--- src/rtl/echo_indication_fifo.sv ---
// echo_indication_fifo: buffers Echo heard (meth, v) messages and serializes each as header then payload word.
// Optional ECHO_IND_STATS_EN adds the stat_count sent-message counter and port.
module echo_indication_fifo #(
    parameter int DEPTH = 4,
    parameter int AW    = 2
) (
    input  logic        CLK,
    input  logic        RST,
    input  logic        heard__ENA,
    input  logic [31:0] heard_meth,
    input  logic [31:0] heard_v,
    output logic        heard__RDY,
    output logic        out_enq__ENA,
    output logic [31:0] out_enq_data,
    output logic        out_enq_last,
    input  logic        out_enq__RDY
`ifdef ECHO_IND_STATS_EN
    ,
    output logic [31:0] stat_count
`endif
);
    typedef enum logic {HDR = 1'b0, PAY = 1'b1} phase_t;
    phase_t        r_phase, w_phase_nxt;
    logic [63:0]   r_mem [DEPTH];
    logic [AW-1:0] r_wr, r_rd;
    logic [AW:0]   r_cnt;
    logic          w_push, w_xfer, w_pop;
    logic [63:0]   w_head;
    assign heard__RDY   = r_cnt != (AW+1)'(DEPTH);
    assign out_enq__ENA = r_cnt != '0;
    assign w_push       = heard__ENA & heard__RDY;
    assign w_xfer       = out_enq__ENA & out_enq__RDY;
    assign w_pop        = w_xfer & (r_phase == PAY);
    assign w_head       = r_mem[r_rd];
    // Outputs are forced to zero while empty so unreset memory never leaks out.
    assign out_enq_data = !out_enq__ENA ? 32'd0 : (r_phase == PAY ? w_head[31:0] : w_head[63:32]);
    assign out_enq_last = out_enq__ENA & (r_phase == PAY);
    always_comb begin
        w_phase_nxt = r_phase;
        if (w_xfer) w_phase_nxt = r_phase == HDR ? PAY : HDR;
    end
    always_ff @(posedge CLK or posedge RST) begin
        if (RST) begin
            r_phase <= HDR;
            r_wr    <= '0;
            r_rd    <= '0;
            r_cnt   <= '0;
        end else begin
            r_phase <= w_phase_nxt;
            if (w_push) r_wr <= r_wr + AW'(1);
            if (w_pop) r_rd <= r_rd + AW'(1);
            r_cnt <= r_cnt + (AW+1)'(w_push) - (AW+1)'(w_pop);
        end
    end
    always_ff @(posedge CLK) begin
        if (w_push) r_mem[r_wr] <= {heard_meth, heard_v};
    end
`ifdef ECHO_IND_STATS_EN
    logic [31:0] r_stat;
    assign stat_count = r_stat;
    always_ff @(posedge CLK or posedge RST) begin
        if (RST) r_stat <= '0;
        else if (w_pop) r_stat <= r_stat + 32'd1;
    end
`endif
endmodule

--- config.mk ---
export PLATFORM = sky130hd
export DESIGN_NAME = echo_indication_fifo
export DESIGN_NICKNAME = d
export VERILOG_FILES = /design/src/rtl/echo_indication_fifo.sv
export SDC_FILE = /design/constraint.sdc
export NUM_CORES = 1
export LEC_CHECK = 0
export CAP_MARGIN = 20
export CELL_PAD_IN_SITES_DETAIL_PLACEMENT = 0
export CELL_PAD_IN_SITES_GLOBAL_PLACEMENT = 1
export CORE_MARGIN = 3
export CORE_UTILIZATION = 45
export CTS_CLUSTER_DIAMETER = 30
export DETAILED_ROUTE_END_ITERATION = 10
export PLACE_DENSITY_LB_ADDON = 0.05
export SETUP_SLACK_MARGIN = 0.3
export SLEW_MARGIN = 0
export SYNTH_ARGS = -nofsm -noshare
export SYNTH_HDL_FRONTEND = slang
export SYNTH_SLANG_ARGS = --single-unit
export TNS_END_PERCENT = 10
--- constraint.sdc ---
create_clock -name CLK -period 2.6 [get_ports CLK]
set_clock_uncertainty 0.05 [all_clocks]
set_input_delay 0.52 -clock CLK [delete_from_list [all_inputs] [get_ports CLK]]
set_output_delay 0.52 -clock CLK [all_outputs]
set_load 0.02 [all_outputs]
Word level (Yosys, flattened, before mapping). Memory sizes are Yosys's and may differ from the RTL's. Cells that the tools add are included.

Register bits: 8. Memory bits (writable): 256. Output and inout port bits: 35. Memories: 1.

Add/sub/neg operators: 4. Eq/ne operators: 1. Mux-type cells: 5. Bitwise gates (word level): 4. Reductions and logical operators: 1.

Memories: r_mem (words 4, width 64, read ports 1, clocked after Yosys merged registers in 0, write ports 1, RTL line 24) `logic [63:0] r_mem [DEPTH];`.

Operators with widths (count): $mux W32 (2); $add A2 B1 Y2 const B (2); $and A1 B1 Y1 (4); $add A3 B1 Y3 (1); $mux W1 (3); $ne A3 B3 Y1 const B (1); $reduce_bool A3 Y1 (1); $sub A3 B1 Y3 (1).

Longest topological paths before layout. Gate-level depths: netlist (run 1).

Depth after elaboration: 4. Mapped depth: 10.

Worst setup path after synthesis (run 1). OpenSTA, ideal clock, no wires.

Path kind: register -> register. Start point: register r_cnt[2]. End point: memory r_mem[0][0], enable pin. Arrival time: 2.262 ns. Data required time: 2.121 ns. Setup slack: -0.141 ns. Cell stages (with the launch flop): 3. Buffers on the path: 0. Path through: dfrtp_1 -> or3b_4 -> and3_1.

Longest elaborated chain between the ends: 4.

RTL lines: start: declaration (RTL line 26) `logic [AW:0] r_cnt;`; start signal: assignment (RTL line 52) `r_cnt <= r_cnt + (AW+1)'(w_push) - (AW+1)'(w_pop);`; $ne A3 B3 Y1 (RTL line 29) `assign heard__RDY = r_cnt != (AW+1)'(DEPTH);`; via heard__RDY (RTL line 12) `output logic heard__RDY,`; $and A1 B1 Y1 (RTL line 31) `assign w_push = heard__ENA & heard__RDY;`; $mux W1 (RTL line 56) `if (w_push) r_mem[r_wr] <= {heard_meth, heard_v};`; $mux W1 (implied by the code) (RTL line 56); end: declaration (RTL line 24).

The timed path passes the listed nets, and every way through them passes these cells.

Worst setup path in the final report (run 1).
Start point: register r_rd[0]. End point: output out_enq_data[19].

Longest elaborated chain between the ends: 3.

RTL lines: start: declaration (RTL line 25) `logic [AW-1:0] r_wr, r_rd;`; start signal: assignment (RTL line 51) `if (w_pop) r_rd <= r_rd + AW'(1);`; $mem_v2 Z4 W64; $mux W32 (2 in a row) (RTL line 36) `assign out_enq_data = !out_enq__ENA ? 32'd0 : (r_phase == PAY ? w_head[31:0] : w_head[63:32]);`; end: declaration (RTL line 14) `output logic [31:0] out_enq_data,`.

No other way between the ends.

==> impl_metrics.toml, run 1 <==
[run_status]
outcome = "finished with violations"
violations = "negative setup slack"

[routing]
vias = 4901
drtIter0Drc = 257
wire_per_inst_um = 22.9
ant_nets = 0
vias_per_cell = 5.42
finalWirelength_um = 20700
drc = 0
firstDrtPassIters = 4

[hold_path]
hp-class = "input pin to async pin"

[yosys]
synth_top_area_cell = "edfxtp_1"
synth_fa_ha_area_frac = 0.00946
synth-xor-area-share = 0.00523
yosys-mux-area-fraction = 0.145
synth_area_sq_um = 10100
avgSynthCellArea_sq_um = 24.2
yosysSeqAreaShare = 0.785
ys_ff_latch = 264
synth_top_family_by_area = "multiplexers"
syn_inst = 415
synthSimpleGateAreaFrac = 0.00772
synth-compound-area-share = 0.0288
yosysWarnings = 0
ys_types = 23
synth.area.top_cells = "edfxtp_1 (76%), mux4_2 (14%), a22o_1 (2.8%), dfrtp_1 (2.0%), buf_6 (0.90%)"
netlist.area_leader.share = 0.765
syn_nets = 490

[placement]
port_buffers = 102
dpl_worst_slack_ns = -0.169
hpwl_um = 11100
gp_congestion = 0.695

[grt]
grt_antenna_before_repair = 1
grt_overflow = 0
grt_pass1_wl_um = 31900
first_global_vias = 5488
met2_usage = 0.294
grt_max_degree = 39
grt_util_met3 = 0.0437
grt.met1_usage = 0.235
grt_usage = 0.178
grt_busiest_layer = "met2"

[timing]
rsz0062_at_grt = "true"
setup_viol = 32
fin_crit_sh = 1.10
setup_slack_ns = -0.249
final-max-slew-violation-count = 0
timing.final.crit_period_ns = 2.85
fmax_mhz = 351
holdWs_ns = 0.206
slew_headroom = 0.590
worst_slew_pin_slew_ns = 0.613
hold_viol_final = 0

[critical_path]
worstPathMaxFanout = 6
cp-end-kind = "output port"
critPathRequiredTime_ns = 2.03
reg2reg_from = "r_cnt[1]"
startpoint = "r_rd[0]"
critPathKind = "flip-flop to output port"
cp-start-kind = "flip-flop"
cp.arrival_ns = 2.28

[layout]
final_cell_mix = "edfxtp_1 (256), clkdlybuf4s50_1 (67), mux4_2 (64)"
layout_commonest_cell = "edfxtp_1"
n_fill_cell = 1568
seqCellArea_sq_um = 7900
nets = 664
syn2layout_area_growth_pct = 35.3
drive_gt1_frac = 0.379
multi_input_area_sq_um = 2050

[pwr]
totalPowerFinal_mw = 18.3
max-vdd-ir-drop_mv = 0.708
leakage_nw = 4.71
power_density_nw_per_um2 = 1340

[clock_tree]
cts_root_buffer = "clkbuf_16"
htreeDepth = 2
numCtsBuffers = 46
cts.clk_slew.worst_paths_ns = 0.05
cts.sinks = 264
cts_buffer_depth = 3
postCtsHoldBufs = 0
clock_latency_ns = 0.52
cts_tree = "yes"

[floorplan]
fp.dieW_um = 155
coreArea_sq_um = 21900
pin_count = 103
dieArea_sq_um = 24200
rows = 54
die_y_um = 155
start_util = 0.459

[job]
maxCapViolCount = 0
## kinds of logic after synthesis
| family | after synthesis |
|---|---|
| flops | 264 |
| mux | 65 |
| simple gates | 11 |
| fa+ha+maj | 7 |
| buf+inv | 29 |
| compound gates | 33 |
| xor+xnor | 6 |
## cell usage after synthesis
master,number
buf_12,1
nand2_1,1
ha_1,6
mux2_1,1
dfrtp_1,8
buf_6,8
nand3_1,1
fa_1,1
inv_1,7
nor2b_1,1
a22o_1,32
xor2_1,1
edfxtp_1,256
o31a_1,1
buf_2,9
and3_1,4
and2_4,1
or3b_4,1
clkbuf_1,4
or3_4,1
and2_1,1
mux4_2,64
xnor2_1,5
## stage by stage
stage | setup TNS, ns | area, sq um | instances | util
after global placement | -3.22 | 11700 | 802 | 0.532
final | -5.04 | 13600 | 904 | 0.621
after CTS | -6.84 | 13500 | 898 | 0.616
after global routing | -7.07 | 13600 | 903 | 0.621
after detailed placement | -4.42 | 11700 | 802 | 0.532
after floorplan | -27.03 | 10100 | 415 | -
## final cells by class
class	instances	share of cell area
Antenna cell	1	0.000184
Clock buffer	56	0.0905
Clock inverter	26	0.0263
Inverter	7	0.00230
Multi-Input combinational cell	123	0.151
Sequential cell	264	0.581
Tap cell	280	0.0258
Timing Repair Buffer	147	0.123
## layer usage
metal | vias up | routed length (um)
met5 | - | 0
met4 | 0 | 438
met3 | 37 | 1190
met2 | 136 | 10500
met1 | 2584 | 8560
li1 | 2144 | -
## state kept, by name (all words and copies together) (netlist names)
| register | cells |
|---|---|
| r_cnt | 3 |
| r_rd | 2 |
| r_wr | 2 |
| r_mem | 256 |
| r_phase | 1 |
## critical path, stage by stage (launching register included)
cell and delay, ns:
dfrtp_4 0.45, buf_12 0.16, buf_6 0.12, buf_16 0.13
mux4_2 0.49, a22o_1 0.25, buf_6 0.14
## what timing repair did
item / CTS / global route
resized for setup: 188 / 16
gates cloned: 7 / 1
buffers inserted: 7 / 4
pin swaps: 14 / 11
endpoints found under the setup margin: 37 / 36
## final timing paths
path	to	slack, ns	cells past startpoint
worst min-delay path	r_cnt[2]	0.21	2
max in group asynchronous	r_rd[0]	2.01	2
worst min register to register	r_wr[1]	0.50	1
worst max-delay path	out_enq_data[19]	-0.25	6
min in group CLK	r_wr[1]	0.50	1
worst max register to register	r_cnt[2]	0.28	11
## report_power, final
part / switching [mW] / internal, mW
logic: 3.13 / 3.24
registers: 0.234 / 5.65
clock network: 1.89 / 4.13
(Power assumes the default switching activity.)
==> run 2: changes to the inputs <==
--- a/config.mk
+++ b/config.mk
@@ -11,6 +11,7 @@
 export CORE_MARGIN = 3
 export CORE_UTILIZATION = 45
 export CTS_CLUSTER_DIAMETER = 30
+export CTS_CLUSTER_SIZE = 12
 export DETAILED_ROUTE_END_ITERATION = 10
 export PLACE_DENSITY_LB_ADDON = 0.05
 export SETUP_SLACK_MARGIN = 0.3
==> results of run 2 <==
Same layout as run 1: the final DEF is identical, and so are final timing and power.
